<file path="src/rtl/psum_pkg.sv">
// Shared widths, FSM states and the per-word requantiser for the psum writer.
// Pure definitions: no state, no timing.
package psum_pkg;

    localparam int C_WIDTH          = 32;
    localparam int C_WORDS_PER_BEAT = 4;
    localparam int OUT_WIDTH        = 8;
    localparam int FIFO_DEPTH       = 16;
    localparam int ADDR_WIDTH       = 16;
    localparam int SHIFT_WIDTH      = 5;
    localparam int IN_BEAT_W        = C_WIDTH * C_WORDS_PER_BEAT;
    localparam int OUT_BEAT_W       = OUT_WIDTH * C_WORDS_PER_BEAT;

    typedef enum logic [1:0] {
        IDLE  = 2'd0,
        RUN   = 2'd1,
        DRAIN = 2'd2,
        DONE  = 2'd3
    } state_t;

    // Rounding arithmetic shift, optional ReLU, then saturation. One extra bit
    // of headroom keeps the +1 rounding from wrapping at the positive limit.
    function automatic logic [OUT_WIDTH-1:0] requant(
        input logic [C_WIDTH-1:0]     x,
        input logic [SHIFT_WIDTH-1:0] shift,
        input logic                   relu
    );
        logic signed [C_WIDTH:0]  xe;
        logic signed [C_WIDTH:0]  shifted;
        logic signed [C_WIDTH:0]  rounded;
        logic signed [C_WIDTH:0]  max_v;
        logic signed [C_WIDTH:0]  min_v;
        logic [SHIFT_WIDTH-1:0]   rbit_idx;
        logic                     rbit;

        xe       = $signed({x[C_WIDTH-1], x});
        shifted  = xe >>> shift;
        rbit_idx = shift - 1'b1;
        rbit     = (shift != '0) && x[rbit_idx];
        rounded  = shifted + $signed({{C_WIDTH{1'b0}}, rbit});
        max_v    = $signed({{(C_WIDTH-OUT_WIDTH+2){1'b0}}, {(OUT_WIDTH-1){1'b1}}});
        min_v    = ~max_v;

        if (relu && rounded[C_WIDTH]) begin
            rounded = '0;
        end
        if (rounded > max_v) begin
            rounded = max_v;
        end else if (rounded < min_v) begin
            rounded = min_v;
        end
        return rounded[OUT_WIDTH-1:0];
    endfunction

endpackage

</file>
<file path="src/rtl/sync_fifo.sv">
// Single-clock FIFO with combinational read data valid whenever !empty_o.
// Push while full is accepted only together with a pop; pop while empty is ignored.
module sync_fifo #(
    parameter int WIDTH = 8,
    parameter int DEPTH = 16
) (
    input  logic                     clk,
    input  logic                     rst,
    input  logic                     push_i,
    input  logic [WIDTH-1:0]         push_dat_i,
    input  logic                     pop_i,
    output logic [WIDTH-1:0]         pop_dat_o,
    output logic                     full_o,
    output logic                     empty_o,
    output logic [$clog2(DEPTH):0]   count_o
);

    localparam int AW = $clog2(DEPTH);

    logic [WIDTH-1:0] mem_q [DEPTH];
    logic [AW-1:0]    wr_ptr_q;
    logic [AW-1:0]    rd_ptr_q;
    logic [AW:0]      count_q;
    logic             push_ok;
    logic             pop_ok;

    assign empty_o   = (count_q == '0);
    assign full_o    = (count_q == (AW+1)'(DEPTH));
    assign count_o   = count_q;
    assign pop_dat_o = mem_q[rd_ptr_q];
    assign pop_ok    = pop_i && !empty_o;
    assign push_ok   = push_i && (!full_o || pop_ok);

    always_ff @(posedge clk) begin
        if (rst) begin
            wr_ptr_q <= '0;
            rd_ptr_q <= '0;
            count_q  <= '0;
        end else begin
            if (push_ok) begin
                wr_ptr_q <= wr_ptr_q + 1'b1;
            end
            if (pop_ok) begin
                rd_ptr_q <= rd_ptr_q + 1'b1;
            end
            case ({push_ok, pop_ok})
                2'b10:   count_q <= count_q + 1'b1;
                2'b01:   count_q <= count_q - 1'b1;
                default: count_q <= count_q;
            endcase
        end
    end

    always_ff @(posedge clk) begin
        if (push_ok) begin
            mem_q[wr_ptr_q] <= push_dat_i;
        end
    end

endmodule

</file>
<file path="src/rtl/psum_writer.sv">
// Buffers array psum beats, requantises them and streams them out with sequential addresses.
// Latency 2 cycles in->out; the array cannot stall, so beats arriving to a full FIFO are dropped.
module psum_writer
    import psum_pkg::*;
(
    input  logic                  clk,
    input  logic                  rst,
    input  logic                  cfg_start,
    input  logic [31:0]           cfg_total_beats,
    input  logic [ADDR_WIDTH-1:0] cfg_base_addr,
    input  logic [4:0]            cfg_shift,
    input  logic                  cfg_relu,
    input  logic                  in_valid,
    input  logic [IN_BEAT_W-1:0]  in_data,
    output logic                  out_valid,
    input  logic                  out_ready,
    output logic [OUT_BEAT_W-1:0] out_data,
    output logic [ADDR_WIDTH-1:0] out_addr,
    output logic                  busy,
    output logic                  done,
    output logic                  overflow
);

    localparam int CW = $clog2(FIFO_DEPTH) + 1;

    state_t                state_q, state_d;
    logic [31:0]           total_q, total_d;
    logic [31:0]           accepted_q, accepted_d;
    logic [4:0]            shift_q, shift_d;
    logic                  relu_q, relu_d;
    logic                  overflow_q, overflow_d;
    logic [ADDR_WIDTH-1:0] addr_q, addr_d;
    logic                  out_valid_q, out_valid_d;
    logic [OUT_BEAT_W-1:0] out_data_q, out_data_d;

    logic                  fifo_push;
    logic                  fifo_pop;
    logic                  fifo_full;
    logic                  fifo_empty;
    logic [CW-1:0]         fifo_count;
    logic [IN_BEAT_W-1:0]  fifo_dat;
    logic [OUT_BEAT_W-1:0] head_rq;
    logic                  in_run;

    sync_fifo #(
        .WIDTH (IN_BEAT_W),
        .DEPTH (FIFO_DEPTH)
    ) u_fifo (
        .clk        (clk),
        .rst        (rst),
        .push_i     (fifo_push),
        .push_dat_i (in_data),
        .pop_i      (fifo_pop),
        .pop_dat_o  (fifo_dat),
        .full_o     (fifo_full),
        .empty_o    (fifo_empty),
        .count_o    (fifo_count)
    );

    // The out register refills from the FIFO head whenever it is free or being drained.
    assign in_run    = (state_q == RUN);
    assign fifo_pop  = !fifo_empty && (!out_valid_q || out_ready);
    assign fifo_push = in_run && in_valid && (!fifo_full || fifo_pop);

    always_comb begin
        head_rq = '0;
        for (int v = 0; v < C_WORDS_PER_BEAT; v++) begin
            head_rq[v*OUT_WIDTH +: OUT_WIDTH] =
                requant(fifo_dat[v*C_WIDTH +: C_WIDTH], shift_q, relu_q);
        end
    end

    always_comb begin
        state_d     = state_q;
        total_d     = total_q;
        accepted_d  = accepted_q;
        shift_d     = shift_q;
        relu_d      = relu_q;
        overflow_d  = overflow_q;
        addr_d      = addr_q;
        out_valid_d = out_valid_q;
        out_data_d  = out_data_q;

        if (out_valid_q && out_ready) begin
            out_valid_d = 1'b0;
            addr_d      = addr_q + 1'b1;
        end
        if (fifo_pop) begin
            out_valid_d = 1'b1;
            out_data_d  = head_rq;
        end
        if (fifo_push) begin
            accepted_d = accepted_q + 32'd1;
        end
        if (in_run && in_valid && !fifo_push) begin
            overflow_d = 1'b1;
        end

        case (state_q)
            IDLE: begin
                if (cfg_start) begin
                    total_d    = cfg_total_beats;
                    shift_d    = cfg_shift;
                    relu_d     = cfg_relu;
                    accepted_d = '0;
                    overflow_d = 1'b0;
                    addr_d     = cfg_base_addr;
                    state_d    = (cfg_total_beats == '0) ? DONE : RUN;
                end
            end
            RUN: begin
                if (accepted_d == total_q) begin
                    state_d = DRAIN;
                end
            end
            DRAIN: begin
                // Leave as soon as the last beat is handed off, not a cycle later.
                if ((fifo_count == '0) && !out_valid_d) begin
                    state_d = DONE;
                end
            end
            DONE: begin
                state_d = IDLE;
            end
            default: begin
                state_d = IDLE;
            end
        endcase
    end

    always_ff @(posedge clk) begin
        if (rst) begin
            state_q     <= IDLE;
            total_q     <= '0;
            accepted_q  <= '0;
            shift_q     <= '0;
            relu_q      <= 1'b0;
            overflow_q  <= 1'b0;
            addr_q      <= '0;
            out_valid_q <= 1'b0;
            out_data_q  <= '0;
        end else begin
            state_q     <= state_d;
            total_q     <= total_d;
            accepted_q  <= accepted_d;
            shift_q     <= shift_d;
            relu_q      <= relu_d;
            overflow_q  <= overflow_d;
            addr_q      <= addr_d;
            out_valid_q <= out_valid_d;
            out_data_q  <= out_data_d;
        end
    end

    assign out_valid = out_valid_q;
    assign out_data  = out_data_q;
    assign out_addr  = addr_q;
    assign busy      = (state_q != IDLE);
    assign done      = (state_q == DONE);
    assign overflow  = overflow_q;

endmodule
</file>
<file path="config.mk">
export PLATFORM = sky130hd
export DESIGN_NAME = psum_writer
export DESIGN_NICKNAME = d
export VERILOG_FILES = /design/src/rtl/psum_pkg.sv /design/src/rtl/sync_fifo.sv /design/src/rtl/psum_writer.sv
export SDC_FILE = /design/constraint.sdc
export NUM_CORES = 2
export LEC_CHECK = 0
export CORE_MARGIN = 3
export CORE_UTILIZATION = 31
export DETAILED_ROUTE_END_ITERATION = 8
export PLACE_DENSITY = 0.55
export SLEW_MARGIN = 20
export SYNTH_ARGS = -nofsm -noshare
export SYNTH_HDL_FRONTEND = slang
export SYNTH_SLANG_ARGS = --single-unit
</file>
<file path="constraint.sdc">
create_clock -name clk -period 8.03 [get_ports clk]
set_clock_uncertainty 0.2 [all_clocks]
set_input_delay 1.2045 -clock clk [delete_from_list [all_inputs] [get_ports clk]]
set_output_delay 1.2045 -clock clk [all_outputs]
set_load 0.01 [all_outputs]
</file>
==> summary.txt <==
Outcome
  – Outcome: finished clean

Logic synthesis
  – Avg Inst Size Synth: 14.52 um2
  – Adder-cell share of the synthesized area: 0.003224
  – Yosys cell types: between 100 and 150
  – Post-synthesis compound-gate area fraction: 0.1026
  – Post-synth EDFFs: between 2000 and 2500
  – Dominant cells by area after synthesis: edfxtp_1 60%, mux4_2 7.7%, mux2i_1 5.9%
  – Post-synthesis register bit count: ~2200
  – Syn nets: between 7000 and 8000
  – XOR/XNOR Fraction of Synth Area: 0.01281
  – Ys async rst share: 0
  – Post-Syn Instances: 7111
  – Top-count cell post-synth: edfxtp_1
  – Post-synthesis sequential area ratio: 0.6227
  – Post-synth top cells: 2048 x edfxtp_1, 605 x mux2i_1, 524 x nand2_1
  – Largest family of logic cells by synthesized area: multiplexers
  – Post-Synth Simple-Gate Area: 0.07888
  – Top cell type's share of synthesized area: 0.5958
  – Cell Area, Synth: about 100000 um2
  – Area leader, netlist: edfxtp_1
  – Primary FF master, synth: edfxtp_1
  – Post-synthesis mux area share: 0.1492
  – Total of warnings raised by yosys: 0

STA
  – Setup-failing EPs final: 0
  – Setup_tns: 0 ns
  – Max-slew headroom: 0.1561
  – RSZ-0062 raised after global routing: no
  – Worst slew pin tran: 1.261 ns
  – Final Hold Viols: 0
  – Slew Viols, Final: 0
  – Minimum clock period: about 7.8 ns
  – Crit share post-route: 0.9694
  – Fmax: roughly 0.13 GHz

Pwr
  – Internal: ~24 mW
  – P per Cell Area: about 340 nW/um2
  – Logic pwr share: 0.429
  – Sequential share of power: 0.317
  – Pwr Total: between 40 and 50 mW
  – Switch share: 0.4057
  – Clk network pwr share: 0.254
  – Psw: roughly 17 mW
  – Peak supply drop: ~0.23 mV
  – P_leak: around 38 nW

Global route
  – Total GRT Usage: 0.2587
  – Number of global-route vias before repair: 69330
  – Grt ovf: 0
  – Largest net degree at the start of global routing: 89
  – First-pass GRT wire length: ~610000 um
  – Initial antenna violation count: 53

Route
  – ANT nets after route: 0
  – Remaining DRCs: 0
  – Detailed-route wire length: 453500 um
  – First DRT Iteration DRCs: roughly 10000
  – Wire per inst: about 37 um
  – DR pass1 iterations: 9
  – Vias per cell: ~6
  – Vias: roughly 73000

Clock network
  – Cts hold-fix bufs: 0
  – CTS clk-pin slew, worst paths: 0.06 ns
  – Clk_lat worst skew: between 0.9 and 1 ns
  – Total clock sinks: 2187
  – Bufs on Longest Clock Path: 4
  – CTS root buffer: clkbuf_16
  – TritonCTS clock tree: built
  – H-tree Lvls: 4
  – Inserted Clock Buffers: ~230

Worst setup path
  – Worst path cell trace: buf_12, buf_4, buf_4, mux4_2, nand2_1, o21ai_0, nor2_1, o211ai_1, mux4_2, ha_1, o2111ai_1, a2111oi_2, nand4b_1, buf_4, nor4_1, xnor2_1, nor4_1, nand4b_1, o31a_1, o22ai_1
  – Crit Path Max Fanout: 29
  – CP arrival: about 8.4 ns
  – Startpoint types: register
  – Most frequent cell on the critical path: buf_4
  – Kind of critical path: reg -> reg
  – Critical path endpoint category: register
  – Delay-heaviest family, CP: compound AO/OA/AOI/OAI gates
  – CP max stage cell: o21ai_0
  – Data required time at the worst endpoint: roughly 8.6 ns
  – Worst path bufs/invs: 4
  – CP peak stage delay: about 0.97 ns

Floorplanning
  – Initial Utilization: 0.3118
  – Die area: roughly 340000 um2
  – I/O Pins: approximately 240
  – Die Wd: between 500 and 600 um
  – Rows: 211
  – DIE HEIGHT: between 500 and 600 um
  – CORE AREA: 331100 um2

Run
  – Max-cap violations: 0

Placement
  – Post-DP HPWL: ~310000 um
  – GP Congestion: 1.087
  – Number of port buffers: 238

Finish
  – Area growth, synth to finish: 16.58%
  – Nets@finish: just under 8000
  – Layout cells sized above 1: 0.1874
  – Final Util: 0.3635

Min path
  – Min-delay worst type: reg -> reg
[worst paths after layout]
check	start	to	slack, ns	cells after the start
max	register	out_data[10]	0.25	20
min	out_data[23]	out_data[23]	0.26	2
max reg2reg	register	out_data[10]	0.25	20
min reg2reg	out_data[23]	out_data[23]	0.26	2
[power by group through the flow]
stage | clock [mW] | combinational [mW] | sequential (mW)
5_1_grt | 11.1 | 18.0 | 13.1
3_3_place_gp | 0 | 16.9 | 13.3
4_1_cts | 10.6 | 17.0 | 13.0
2_1_floorplan | 0 | 9.23 | 13.2
3_5_place_dp | 0 | 16.9 | 13.3
6_report | 10.4 | 17.7 | 13.0
[cells in the final DEF, fill, tap and decap left out, types with 82 or more instances in the layout]
master           instances
nor2_1                 393
a211oi_1                82
edfxtp_1              2048
nand2_1                519
dfxtp_1                130
clkbuf_16              236
mux2i_1                605
xnor2_1                 82
a21oi_1                218
nand3_1                196
o21ai_0                166
nor3_1                 114
mux4_2                 355
o22ai_1                146
buf_4                  469
clkdlybuf4s50_1        237
mux2_2                 101
a22oi_1                254
[final cells by class]
cell class | count | area (um2)
clock buffers | 280 | 6111
clock inverters | 145 | 1237
diodes | 18 | 45.04
well taps | 4366 | 5463
flip-flops and latches | 2187 | 64310
fillers | 31390 | 210700
inverters | 51 | 201.4
repair buffers | 759 | 6979
multi-input cells | 4407 | 36000
[metal layers]
layer,track usage,up-vias,part of all wire
li1,-,29840,-
met1,0.3653,38180,0.42
met2,0.3729,4527,0.42
met3,0.06229,870,0.097
met4,0.1216,26,0.056
met5,0,-,0.00039
[worst min-delay path: stages, from the launching register on]
cell	delay (ns)
dfxtp_1	0.31
nand2_1	0.05
a21oi_1	0.05
[cell families after synthesis]
logic type | after synthesis
adders and majority gates | 26
and+or+nand+nor | 1682
DFF | 2187
buffers and inverters | 517
muxes | 1070
AOI/OAI and AO/OA | 1478
xor gates and xnor gates | 151
[flip-flops by register name (all words and copies together) (netlist names), 2 cells and up, named ones only]
name,cells
u_fifo.wr_ptr_q,4
total_q,32
shift_q,5
u_fifo.rd_ptr_q,4
u_fifo.mem_q,2048
state_q,2
out_addr,16
out_data,32
accepted_q,32
u_fifo.count_o,5
[repair_timing]
item	CTS	global route
setup buffers	0	2
gates resized for setup	0	1
setup endpoints to repair	0	7
[stage by stage]
| step | hold WS (ns) | instances | instance area (um2) | setup slack, ns |
|---|---|---|---|---|
| CTS | 0.2610 | 12190 | 120200 | 0.4976 |
| global placement | 0.2408 | 11760 | 112800 | 0.4830 |
| floorplan | 0.2481 | 7111 | 103200 | 0.2644 |
| global route | 0.2838 | 12200 | 120300 | 0.05996 |
| finish | 0.2592 | 12210 | 120300 | 0.2454 |
| detailed placement | 0.2546 | 11770 | 112900 | 0.5877 |
Power figures use the tool's default switching activity.
